<file path="src/rtl/l1_tlb_pkg.sv">
// l1_tlb_pkg: shared state encoding, default widths and entry layout for the L1 TLB.
package l1_tlb_pkg;
   localparam int L1_VPN_W = 27;
   localparam int L1_PPN_W = 20;
   typedef enum logic [1:0] {
      READY           = 2'd0,
      REQUEST         = 2'd1,
      WAIT            = 2'd2,
      WAIT_INVALIDATE = 2'd3
   } tlb_state_e;
   typedef struct packed {
      logic                valid;
      logic [L1_VPN_W-1:0] tag;
      logic [L1_PPN_W-1:0] ppn;
      logic                u;
      logic                r;
      logic                w;
      logic                x;
   } tlb_entry_t;
endpackage

</file>
<file path="src/rtl/l1_tlb_refill_ctrl_if.sv">
// l1_tlb_refill_ctrl_if: translation request/response and PTW refill bundle.
interface l1_tlb_refill_ctrl_if
   import l1_tlb_pkg::*;
#(
   parameter int VPN_W = L1_VPN_W,
   parameter int PPN_W = L1_PPN_W
);
   logic             io_req_valid;
   logic             io_req_ready;
   logic [VPN_W-1:0] io_req_bits_vpn;
   logic             io_req_bits_store;
   logic             io_req_bits_instruction;
   logic             io_resp_miss;
   logic [PPN_W-1:0] io_resp_ppn;
   logic             io_resp_xcpt_ld;
   logic             io_resp_xcpt_st;
   logic             io_resp_xcpt_if;
   logic             io_ptw_req_valid;
   logic             io_ptw_req_ready;
   logic [VPN_W-1:0] io_ptw_req_bits_addr;
   logic             io_ptw_resp_valid;
   logic             io_ptw_resp_bits_pf;
   logic [PPN_W-1:0] io_ptw_resp_bits_ppn;
   logic             io_ptw_resp_bits_u;
   logic             io_ptw_resp_bits_r;
   logic             io_ptw_resp_bits_w;
   logic             io_ptw_resp_bits_x;
   logic             io_ptw_invalidate;
   modport slave (
      input  io_req_valid, io_req_bits_vpn, io_req_bits_store, io_req_bits_instruction,
             io_ptw_req_ready, io_ptw_resp_valid, io_ptw_resp_bits_pf, io_ptw_resp_bits_ppn,
             io_ptw_resp_bits_u, io_ptw_resp_bits_r, io_ptw_resp_bits_w, io_ptw_resp_bits_x,
             io_ptw_invalidate,
      output io_req_ready, io_resp_miss, io_resp_ppn, io_resp_xcpt_ld, io_resp_xcpt_st,
             io_resp_xcpt_if, io_ptw_req_valid, io_ptw_req_bits_addr
   );
   modport master (
      output io_req_valid, io_req_bits_vpn, io_req_bits_store, io_req_bits_instruction,
             io_ptw_req_ready, io_ptw_resp_valid, io_ptw_resp_bits_pf, io_ptw_resp_bits_ppn,
             io_ptw_resp_bits_u, io_ptw_resp_bits_r, io_ptw_resp_bits_w, io_ptw_resp_bits_x,
             io_ptw_invalidate,
      input  io_req_ready, io_resp_miss, io_resp_ppn, io_resp_xcpt_ld, io_resp_xcpt_st,
             io_resp_xcpt_if, io_ptw_req_valid, io_ptw_req_bits_addr
   );
endinterface

</file>
<file path="src/rtl/l1_tlb_entry_array.sv">
// l1_tlb_entry_array: fully-associative entry storage with hit match, victim select and round-robin pointer.
module l1_tlb_entry_array
   import l1_tlb_pkg::*;
#(
   parameter int ENTRIES = 8
) (
   input  logic                clk,
   input  logic                reset_n,
   input  logic [L1_VPN_W-1:0] vpn_i,
   input  logic                flush_i,
   input  logic                we_i,
   input  tlb_entry_t          wdata_i,
   output logic                hit_o,
   output logic [L1_PPN_W-1:0] ppn_o,
   output logic [3:0]          perm_o
);
   localparam int IW = $clog2(ENTRIES);
   tlb_entry_t [ENTRIES-1:0] ent_q;
   logic [IW-1:0] rr_q, victim;
   logic any_inv;
   always_comb begin
      hit_o  = 1'b0;
      ppn_o  = '0;
      perm_o = '0;
      for (int i = 0; i < ENTRIES; i++)
         if (ent_q[i].valid && ent_q[i].tag == vpn_i) begin
            hit_o  = 1'b1;
            ppn_o  = ent_q[i].ppn;
            perm_o = {ent_q[i].u, ent_q[i].r, ent_q[i].w, ent_q[i].x};
         end
   end
   // downward scan leaves the lowest-index invalid entry as the victim
   always_comb begin
      any_inv = 1'b0;
      victim  = rr_q;
      for (int i = ENTRIES - 1; i >= 0; i--)
         if (!ent_q[i].valid) begin
            any_inv = 1'b1;
            victim  = IW'(i);
         end
   end
   always_ff @(posedge clk or negedge reset_n)
      if (!reset_n) begin
         ent_q <= '0;
         rr_q  <= '0;
      end else if (flush_i) begin
         for (int i = 0; i < ENTRIES; i++) ent_q[i].valid <= 1'b0;
      end else if (we_i) begin
         ent_q[victim] <= wdata_i;
         if (!any_inv) rr_q <= rr_q + IW'(1);
      end
endmodule

</file>
<file path="src/rtl/l1_tlb_refill_ctrl.sv">
// l1_tlb_refill_ctrl: L1 TLB zero-latency lookup, permission checks and PTW refill FSM.
// Defining L1_TLB_PERF_CNT_EN adds saturating perf_hit_cnt/perf_miss_cnt outputs.
module l1_tlb_refill_ctrl
   import l1_tlb_pkg::*;
#(
   parameter int ENTRIES = 8,
   parameter int VPN_W   = L1_VPN_W,
   parameter int PPN_W   = L1_PPN_W
) (
   input  logic        clk,
   input  logic        reset_n,
   input  logic        vm_enabled,
   input  logic        priv_s,
`ifdef L1_TLB_PERF_CNT_EN
   output logic [31:0] perf_hit_cnt,
   output logic [31:0] perf_miss_cnt,
`endif
   l1_tlb_refill_ctrl_if.slave bus
);
   tlb_state_e state_q;
   logic [VPN_W-1:0] r_vpn_q;
   logic ready_q, ptw_valid_q;
   logic hit, allowed, chk, we;
   logic [L1_PPN_W-1:0] hit_ppn;
   logic [3:0] perm;
   tlb_entry_t wdata;
   assign we    = state_q == WAIT && bus.io_ptw_resp_valid && !bus.io_ptw_invalidate;
   assign wdata = '{valid: 1'b1, tag: L1_VPN_W'(r_vpn_q), ppn: L1_PPN_W'(bus.io_ptw_resp_bits_ppn),
                    u: bus.io_ptw_resp_bits_u, r: bus.io_ptw_resp_bits_r & !bus.io_ptw_resp_bits_pf,
                    w: bus.io_ptw_resp_bits_w & !bus.io_ptw_resp_bits_pf,
                    x: bus.io_ptw_resp_bits_x & !bus.io_ptw_resp_bits_pf};
   l1_tlb_entry_array #(.ENTRIES(ENTRIES)) u_array (
      .clk     (clk),
      .reset_n (reset_n),
      .vpn_i   (L1_VPN_W'(bus.io_req_bits_vpn)),
      .flush_i (bus.io_ptw_invalidate),
      .we_i    (we),
      .wdata_i (wdata),
      .hit_o   (hit),
      .ppn_o   (hit_ppn),
      .perm_o  (perm)
   );
   assign allowed = priv_s ? !perm[3] : perm[3];
   assign chk     = ready_q && bus.io_req_valid && vm_enabled && hit;
   assign bus.io_req_ready         = ready_q;
   assign bus.io_resp_miss         = !ready_q || (vm_enabled && !hit);
   assign bus.io_resp_ppn          = vm_enabled ? PPN_W'(hit_ppn) : bus.io_req_bits_vpn[PPN_W-1:0];
   assign bus.io_resp_xcpt_ld      = chk && !bus.io_req_bits_store && !bus.io_req_bits_instruction && !(allowed && perm[2]);
   assign bus.io_resp_xcpt_st      = chk && bus.io_req_bits_store && !(allowed && perm[1]);
   assign bus.io_resp_xcpt_if      = chk && bus.io_req_bits_instruction && !(allowed && perm[0]);
   assign bus.io_ptw_req_valid     = ptw_valid_q;
   assign bus.io_ptw_req_bits_addr = r_vpn_q;
   always_ff @(posedge clk or negedge reset_n)
      if (!reset_n) begin
         state_q     <= READY;
         r_vpn_q     <= '0;
         ready_q     <= 1'b1;
         ptw_valid_q <= 1'b0;
      end else
         case (state_q)
            READY:
               if (bus.io_req_valid && vm_enabled && !hit) begin
                  state_q     <= REQUEST;
                  r_vpn_q     <= bus.io_req_bits_vpn;
                  ready_q     <= 1'b0;
                  ptw_valid_q <= 1'b1;
               end
            REQUEST:
               if (bus.io_ptw_req_ready) begin
                  state_q     <= bus.io_ptw_invalidate ? WAIT_INVALIDATE : WAIT;
                  ptw_valid_q <= 1'b0;
               end else if (bus.io_ptw_invalidate) begin
                  state_q     <= READY;
                  ready_q     <= 1'b1;
                  ptw_valid_q <= 1'b0;
               end
            WAIT:
               if (bus.io_ptw_resp_valid) begin
                  state_q <= READY;
                  ready_q <= 1'b1;
               end else if (bus.io_ptw_invalidate) state_q <= WAIT_INVALIDATE;
            WAIT_INVALIDATE:
               if (bus.io_ptw_resp_valid) begin
                  state_q <= READY;
                  ready_q <= 1'b1;
               end
         endcase
`ifdef L1_TLB_PERF_CNT_EN
   always_ff @(posedge clk or negedge reset_n)
      if (!reset_n) begin
         perf_hit_cnt  <= '0;
         perf_miss_cnt <= '0;
      end else if (ready_q && bus.io_req_valid && vm_enabled) begin
         if (hit) perf_hit_cnt <= (&perf_hit_cnt) ? perf_hit_cnt : perf_hit_cnt + 32'd1;
         else perf_miss_cnt <= (&perf_miss_cnt) ? perf_miss_cnt : perf_miss_cnt + 32'd1;
      end
`endif
endmodule

</file>
<file path="src/flat_wrapper.sv">
// flat-port wrapper written by rule: the top's interface ports become plain ports
module l1_tlb_refill_ctrl_flat import l1_tlb_pkg::*;
#(
   parameter int ENTRIES = 8,
   parameter int VPN_W   = L1_VPN_W,
   parameter int PPN_W   = L1_PPN_W
)
  (clk, reset_n, vm_enabled, priv_s, bus_io_req_valid, bus_io_req_bits_vpn, bus_io_req_bits_store, bus_io_req_bits_instruction, bus_io_ptw_req_ready, bus_io_ptw_resp_valid, bus_io_ptw_resp_bits_pf, bus_io_ptw_resp_bits_ppn, bus_io_ptw_resp_bits_u, bus_io_ptw_resp_bits_r, bus_io_ptw_resp_bits_w, bus_io_ptw_resp_bits_x, bus_io_ptw_invalidate, bus_io_req_ready, bus_io_resp_miss, bus_io_resp_ppn, bus_io_resp_xcpt_ld, bus_io_resp_xcpt_st, bus_io_resp_xcpt_if, bus_io_ptw_req_valid, bus_io_ptw_req_bits_addr);
  l1_tlb_refill_ctrl_if #(.VPN_W(VPN_W), .PPN_W(PPN_W)) bus_i ();
  input  logic clk;
  input  logic reset_n;
  input  logic vm_enabled;
  input  logic priv_s;
  input wire logic [$bits(bus_i.io_req_valid)-1:0] bus_io_req_valid;
  input wire logic [$bits(bus_i.io_req_bits_vpn)-1:0] bus_io_req_bits_vpn;
  input wire logic [$bits(bus_i.io_req_bits_store)-1:0] bus_io_req_bits_store;
  input wire logic [$bits(bus_i.io_req_bits_instruction)-1:0] bus_io_req_bits_instruction;
  input wire logic [$bits(bus_i.io_ptw_req_ready)-1:0] bus_io_ptw_req_ready;
  input wire logic [$bits(bus_i.io_ptw_resp_valid)-1:0] bus_io_ptw_resp_valid;
  input wire logic [$bits(bus_i.io_ptw_resp_bits_pf)-1:0] bus_io_ptw_resp_bits_pf;
  input wire logic [$bits(bus_i.io_ptw_resp_bits_ppn)-1:0] bus_io_ptw_resp_bits_ppn;
  input wire logic [$bits(bus_i.io_ptw_resp_bits_u)-1:0] bus_io_ptw_resp_bits_u;
  input wire logic [$bits(bus_i.io_ptw_resp_bits_r)-1:0] bus_io_ptw_resp_bits_r;
  input wire logic [$bits(bus_i.io_ptw_resp_bits_w)-1:0] bus_io_ptw_resp_bits_w;
  input wire logic [$bits(bus_i.io_ptw_resp_bits_x)-1:0] bus_io_ptw_resp_bits_x;
  input wire logic [$bits(bus_i.io_ptw_invalidate)-1:0] bus_io_ptw_invalidate;
  output wire logic [$bits(bus_i.io_req_ready)-1:0] bus_io_req_ready;
  output wire logic [$bits(bus_i.io_resp_miss)-1:0] bus_io_resp_miss;
  output wire logic [$bits(bus_i.io_resp_ppn)-1:0] bus_io_resp_ppn;
  output wire logic [$bits(bus_i.io_resp_xcpt_ld)-1:0] bus_io_resp_xcpt_ld;
  output wire logic [$bits(bus_i.io_resp_xcpt_st)-1:0] bus_io_resp_xcpt_st;
  output wire logic [$bits(bus_i.io_resp_xcpt_if)-1:0] bus_io_resp_xcpt_if;
  output wire logic [$bits(bus_i.io_ptw_req_valid)-1:0] bus_io_ptw_req_valid;
  output wire logic [$bits(bus_i.io_ptw_req_bits_addr)-1:0] bus_io_ptw_req_bits_addr;
  assign bus_i.io_req_valid = bus_io_req_valid;
  assign bus_i.io_req_bits_vpn = bus_io_req_bits_vpn;
  assign bus_i.io_req_bits_store = bus_io_req_bits_store;
  assign bus_i.io_req_bits_instruction = bus_io_req_bits_instruction;
  assign bus_i.io_ptw_req_ready = bus_io_ptw_req_ready;
  assign bus_i.io_ptw_resp_valid = bus_io_ptw_resp_valid;
  assign bus_i.io_ptw_resp_bits_pf = bus_io_ptw_resp_bits_pf;
  assign bus_i.io_ptw_resp_bits_ppn = bus_io_ptw_resp_bits_ppn;
  assign bus_i.io_ptw_resp_bits_u = bus_io_ptw_resp_bits_u;
  assign bus_i.io_ptw_resp_bits_r = bus_io_ptw_resp_bits_r;
  assign bus_i.io_ptw_resp_bits_w = bus_io_ptw_resp_bits_w;
  assign bus_i.io_ptw_resp_bits_x = bus_io_ptw_resp_bits_x;
  assign bus_i.io_ptw_invalidate = bus_io_ptw_invalidate;
  assign bus_io_req_ready = bus_i.io_req_ready;
  assign bus_io_resp_miss = bus_i.io_resp_miss;
  assign bus_io_resp_ppn = bus_i.io_resp_ppn;
  assign bus_io_resp_xcpt_ld = bus_i.io_resp_xcpt_ld;
  assign bus_io_resp_xcpt_st = bus_i.io_resp_xcpt_st;
  assign bus_io_resp_xcpt_if = bus_i.io_resp_xcpt_if;
  assign bus_io_ptw_req_valid = bus_i.io_ptw_req_valid;
  assign bus_io_ptw_req_bits_addr = bus_i.io_ptw_req_bits_addr;
  l1_tlb_refill_ctrl #(.ENTRIES(ENTRIES), .VPN_W(VPN_W), .PPN_W(PPN_W)) u_core (.clk(clk), .reset_n(reset_n), .vm_enabled(vm_enabled), .priv_s(priv_s), .bus(bus_i));
endmodule
</file>
<file path="config.mk">
export PLATFORM = sky130hd
export DESIGN_NAME = l1_tlb_refill_ctrl_flat
export DESIGN_NICKNAME = d
export VERILOG_FILES = /design/src/rtl/l1_tlb_pkg.sv /design/src/rtl/l1_tlb_refill_ctrl_if.sv /design/src/rtl/l1_tlb_entry_array.sv /design/src/rtl/l1_tlb_refill_ctrl.sv /design/src/flat_wrapper.sv
export SDC_FILE = /design/constraint.sdc
export NUM_CORES = 1
export LEC_CHECK = 0
export ABC_CLOCK_PERIOD_IN_PS = 7100
export BUFFER_PORTS_ARGS = -buffer_cell sky130_fd_sc_hd__buf_4
export CAP_MARGIN = 20
export CORE_MARGIN = 2
export CORE_UTILIZATION = 45
export DETAILED_ROUTE_END_ITERATION = 6
export GPL_ROUTABILITY_DRIVEN = 0
export HOLD_SLACK_MARGIN = 0.08
export PLACE_DENSITY_LB_ADDON = 0.25
export RECOVER_POWER = 25
export SETUP_SLACK_MARGIN = 0.15
export SLEW_MARGIN = 20
export SYNTH_ARGS = -nofsm -noshare
export SYNTH_HDL_FRONTEND = slang
export SYNTH_HIERARCHICAL = 1
export SYNTH_SLANG_ARGS = --single-unit
</file>
<file path="constraint.sdc">
create_clock -name clk -period 7.1 [get_ports clk]
set_input_delay 0.71 -clock clk [delete_from_list [all_inputs] [get_ports clk]]
set_output_delay 0.71 -clock clk [all_outputs]
set_load 0.05 [all_outputs]
</file>
Word level (Yosys, flattened, before mapping):

Cells that the tools add are included.

* register bits after elaboration: 450
* bits in latches: 0
* bits in writable memories: 0
* memory bits (read-only): 0
* output and inout bits: 53
* memories kept: 0

* $add $sub $neg: 1
* $mul: 0
* divide/modulo/power cells: 0
* $lt $le $gt $ge: 2
* eq/ne operators: 18
* shift-type cells: 0
* muxes and demuxes: 71
* bitwise logic cells: 5
* reduce and logical (&&, ||, !) cells: 48

Operators by type and width (count)
* bitwise mux 416 bit: 1
* 2-to-1 mux 416 bit: 1
* equality test 27 bit: 8
* 2-to-1 mux 20 bit: 9
* demux 52 bit (select 3 bit): 1
* 2-to-1 mux 52 bit: 1
* 2-to-1 mux 1 bit: 33
* 2-to-1 mux 4 bit: 8
* logical AND 1 bit: 27
* 2-to-1 mux 3 bit: 8
* 2-to-1 mux 2 bit: 6
* logical NOT 1 bit: 10
* one-hot mux 2 bit (4 select lines): 1
* AND reduction 4 bit: 2
* != test 2 bit, second input constant: 3
* != test 3 bit, second input constant: 2
* AND reduction 3 bit: 2
* equality test 2 bit, second input constant: 2
* < comparator 3 x 4 -> 1 bit, second input constant: 1
* != test 2 x 1 -> 1 bit, second input constant: 2
* AND reduction 2 bit: 2
* nonzero test 2 bit: 2
* adder 3 x 1 -> 3 bit, second input constant: 1
* bitwise AND 1 bit: 3
* other kinds (8): 9

Depth between registers and ports, before layout:

* depth in word-level cells: 15
* depth in mapped cells: 14

Modules after synthesis:

Netlist, hierarchy kept.

Modules (own cells, without submodules)
* l1_tlb_entry_array: instances 1, cells each 1557, area each 20076.8 um^2
* l1_tlb_refill_ctrl: instances 1, cells each 144, area each 1793.0 um^2

Worst setup path before layout:

Ideal clock, no wire load.

* kind: input port to output port
* from: input port bus_io_req_bits_vpn[1]
* to: output port bus_io_resp_xcpt_if
* arrival: 3.690 ns
* slack: 2.700 ns
* stages on the path: 11
* path buffers: 3
* cell sequence: buf_2 -> xor2_1 -> or4_1 -> or4_1 -> buf_6 -> buf_12 -> mux2i_1 -> o221ai_1 -> a31o_1 -> xor2_1 -> a21oi_1

* longest elaborated chain between the ends: 15
* elaborated cells between the ends (all ways): 39
* those cells by class: 8 x eq/ne; 17 x mux; 14 x reduce/logical

Ends and longest elaborated chain
* start: declaration: line flat_wrapper.sv:15 `input wire logic [$bits(bus_i.io_req_bits_vpn)-1:0] bus_io_req_bits_vpn;`
* equality test 27 bit: line l1_tlb_entry_array.sv:26 `if (ent_q[i].valid && ent_q[i].tag == vpn_i) begin`
* logical AND 1 bit: line l1_tlb_entry_array.sv:26
* 2-to-1 mux 4 bit (7 in a row): line l1_tlb_entry_array.sv:26
* 2-to-1 mux 4 bit *: line l1_tlb_entry_array.sv:26
* net u_core.perm[3]: line l1_tlb_refill_ctrl.sv:25 `logic [3:0] perm;`
* logical NOT 1 bit: line l1_tlb_refill_ctrl.sv:43 `assign allowed = priv_s ? !perm[3] : perm[3];`
* 2-to-1 mux 1 bit *: line l1_tlb_refill_ctrl.sv:43
* logical AND 1 bit *: line l1_tlb_refill_ctrl.sv:50 `assign bus.io_resp_xcpt_if = chk && bus.io_req_bits_instruction && !(allowed && perm[0]);`
* logical NOT 1 bit *: line l1_tlb_refill_ctrl.sv:50
* logical AND 1 bit *: line l1_tlb_refill_ctrl.sv:50
* end: declaration: line flat_wrapper.sv:32 `output wire logic [$bits(bus_i.io_resp_xcpt_if)-1:0] bus_io_resp_xcpt_if;`

Mark *: on every way through the listed nets, which the timed path passes. The rest lies on a longest branch.

Worst setup path after layout:

* from: register u_core/u_array/ent_q[254] (netlist name)
* to: output port bus_io_resp_xcpt_st

* elaborated cells between the ends (all ways): 17
* those cells by class: 1 x eq/ne; 9 x mux; 7 x reduce/logical

RTL lines
* start: declaration: line l1_tlb_entry_array.sv:18 `tlb_entry_t [ENTRIES-1:0] ent_q;`
* start signal: indexed assignment: line l1_tlb_entry_array.sv:49 `ent_q[victim] <= wdata_i;`
* equality test 27 bit: line l1_tlb_entry_array.sv:26
* logical AND 1 bit: line l1_tlb_entry_array.sv:26
* 2-to-1 mux 1 bit (4 in a row): line l1_tlb_entry_array.sv:26
* net u_core.hit: line l1_tlb_refill_ctrl.sv:23 `logic hit, allowed, chk, we;`
* logical AND 1 bit: line l1_tlb_refill_ctrl.sv:44 `assign chk = ready_q && bus.io_req_valid && vm_enabled && hit;`
* logical AND 1 bit (2 in a row): line l1_tlb_refill_ctrl.sv:49 `assign bus.io_resp_xcpt_st = chk && bus.io_req_bits_store && !(allowed && perm[1]);`
* end: declaration: line flat_wrapper.sv:31 `output wire logic [$bits(bus_i.io_resp_xcpt_st)-1:0] bus_io_resp_xcpt_st;`

The timed path passes the listed nets, and every way through them passes these cells.

==> summary.txt <==
Route
  – First-pass DRT Iterations: 6
  – Top Layer Used: met4
  – DRC Markers: 0
  – WL final: 63100 microns
  – Via-to-Cell Ratio: 5.86
  – Vias: 14131
  – Met2 WL: 29600 microns
  – Avg WL per Cell: 26.2 microns
  – Metal3 WL: 3630 microns
  – DR iter-0 viols: 1208
  – Final ANT Viol Nets: 0
  – WL met1: 28600 microns

Place
  – Inst Count DP: 2316
  – Pre-CTS WS: 1.79 ns
  – # port buffers: 114
  – Post-DP HPWL: 40300 microns

Worst setup path
  – Endpoint type of the worst setup path: output pin
  – Sum of buffers and inverters on the critical path: 1
  – Worst Path Max Fanout: 18
  – Worst path arrival time: 4.70 ns
  – CP Launch Type: register
  – CP max stage delay: 0.65 ns
  – Cell family with most CP delay: simple AND/OR/NAND/NOR gates
  – Worst-path cell chain: xnor2_1 > nand4_1 > or4_1 > or2_1 > and2_1 > nand3_1 > and4_1 > nand2_1 > a21oi_1 > buf_4
  – Req. time, crit path: 6.39 ns
  – WS Path Type: reg2out
  – Slowest CP cell: and2_1

STA
  – Tcrit/Tclk final: 0.762
  – Max-slew violations: 148
  – Setup-failing EPs final: 0
  – Max-slew headroom: -1.85
  – RSZ-0062 raised after global routing: false
  – Fin Clk Skew: 0.0208 ns
  – Slew of the pin with the lowest slew margin: 4.27 ns
  – Final worst slack: 1.69 ns
  – Hold Vio Cnt, Final: 0
  – Max Clk Rate: 185 MHz
  – TNS Setup: 0 ns
  – Fin crit period: 5.41 ns

Finish
  – Nets: 1817
  – Multi-input logic area: 0.00977 sq mm
  – Sequential Area: 0.0113 sq mm
  – Share of post-route cells with drive strength above 1: 0.367
  – Area growth syn-to-layout: 12.7%
  – Fillers: 4115
  – Fin cells: 2411

Global route
  – Global-route usage over all layers: 0.252
  – First-pass GRT wire length: 94300 microns
  – Grt ovf: 0
  – Vias in the first global route: 14302
  – Largest net degree at the start of global routing: 167
  – Initial antenna violation count: 1

Status
  – Outcome: complete, but fails checks
  – Violated checks: max-capacitance violations, max-slew violations

Clocking
  – Worst skew pair latency: 0.60 ns
  – CTS H-Tree Depth: 2
  – CTS clk-pin slew, worst paths: 0.06 ns
  – Root buf cell: clkbuf_16
  – # clock sinks: 450
  – CTS max path bufs: 3
  – CTS tree: done
  – Setup Buffers After CTS: 0
  – Num CTS Buffers: 51
  – PostCTS Resize Cnt: 0
  – Hold_buf cts: 0

Floorplan
  – IO Pins: 115
  – Core Area: 0.0478 sq mm
  – Die H: 224 microns
  – Chip width: 224 microns
  – Rows: 80
  – Initial Utilization: 0.457
  – Die area: 0.0504 sq mm

Synthesis
  – Syn_nets: 1764
  – Sequential element share of the synthesized area: 0.515
  – Netlist cell types: 61
  – Post-synth top area cell: dfrtp_1
  – Syn. warnings: 6
  – Syn_area_per_cell: 12.9 sq um
  – Mapped cell area: 0.0219 sq mm
  – Top cell type's share of synthesized area: 0.514
  – Ys flop type: dfrtp_1
  – Post-synth EDFFs: 0
  – Most frequent cell after synthesis: dfrtp_1
  – Cells after synthesis: 1701
  – Yosys reg bits: 450
  – Share of flip-flops with an asynchronous set or reset: 1.00
  – Top post-synthesis cells by count: 449 x dfrtp_1, 418 x mux2_2, 137 x xnor2_1, 79 x xor2_1, 64 x nor2_1
  – Synth area leaders: dfrtp_1 51%, mux2_2 22%, xnor2_1 5.5%, xor2_1 3.2%, mux2_1 1.5%

Hold path
  – Hold Path Class: in2reg

Power and ir drop
  – Leak pwr: 11.9 nW
  – Power Dens Cells: 288 mW/mm^2
  – Max VDD drop: 173 uV

Job
  – Max Cap Viol: 2
## where the power goes
group          switching (mW)  internal, mW  total, mW
sequential              0.410          2.80       3.21
clock                    1.08          1.65       2.73
combinational           0.713         0.452       1.16
total                    2.20          4.90       7.10
## layout by cell type, fill, tap and decap left out, types with 30 or more instances in the layout
cell type  instances
dfrtp_1          449
buf_4            136
xnor2_1          137
xor2_1            79
nand4_1           51
nor2_1            63
mux2_2           418
a21oi_1           49
clkbuf_16         51
mux2_1            30
nand2_1           42
## path summary, 6_finish.rpt
kind,slack [ns],endpoint,depth (start not counted),from
min in group asynchronous,1.62,u_core/u_array/ent_q[11],1,reset_n
max in group asynchronous,2.09,u_core/u_array/rr_q[1],2,reset_n
min reg2reg,0.49,u_core/u_array/ent_q[9],1,u_core/u_array/ent_q[9]
min,0.37,u_core/state_q[1],2,bus_io_ptw_req_ready
max,1.69,bus_io_resp_xcpt_st,10,u_core/u_array/ent_q[254]
max reg2reg,2.38,u_core/bus.io_ptw_req_bits_addr[22],9,u_core/u_array/ent_q[233]
## registers in the layout, indices dropped and copies added, names as in the netlist
name and count:
u_core/bus.io_req_ready 1, u_core/bus.io_ptw_req_bits_addr 27, u_core/u_array/ent_q 416, u_core/state_q 2, u_core/u_array/rr_q 3, u_core/bus.io_ptw_req_valid 1
## cell families (layout without fill, tap and decap cells)
group,Yosys count,after routing,share of synthesized area
adders and majority gates,1,1,0.000572
DFF,450,450,0.515
other,1,2,0.000171
muxes,485,485,0.249
buffers and inverters,153,247,0.0392
AOI/OAI and AO/OA,156,156,0.0489
and+or+nand+nor,235,235,0.0568
xor gates and xnor gates,220,220,0.0900
## layout make-up
cell class                      instances  share of cell area
Tap cell                              615              0.0312
Multi-Input combinational cell       1098               0.396
Sequential cell                       450               0.457
Inverter                               14             0.00213
Timing Repair Buffer                  139              0.0426
Clock inverter                         14             0.00944
Antenna cell                            1            0.000102
Clock buffer                           80              0.0615
## worst reg2reg max path, stage by stage (launching register included)
cell and delay (ns):
dfrtp_1 0.39, xor2_1 0.37, nor4_1 0.16, nand3_1 0.21, or2_1 0.80, and2_1 0.90, nand3_1 0.49, nor4_4 0.32
buf_4 0.51, mux2_2 0.45
## stage by stage
step,total power [mW],cell area [sq um],utilization,hold WS [ns]
detailed placement,4.42,22900,0.479,0.475
floorplan,3.96,21900,-,0.414
global placement,4.39,22900,0.479,0.467
global route,7.36,24700,0.515,0.373
finish,7.10,24700,0.515,0.370
CTS,7.15,24700,0.515,0.0889
## layer usage
layer	GRT usage	vias up
li1	-	6134
met1	0.361	7514
met2	0.405	401
met3	0.0378	82
met4	0.0600	0
met5	0	-
Power figures use the tool's default switching activity.
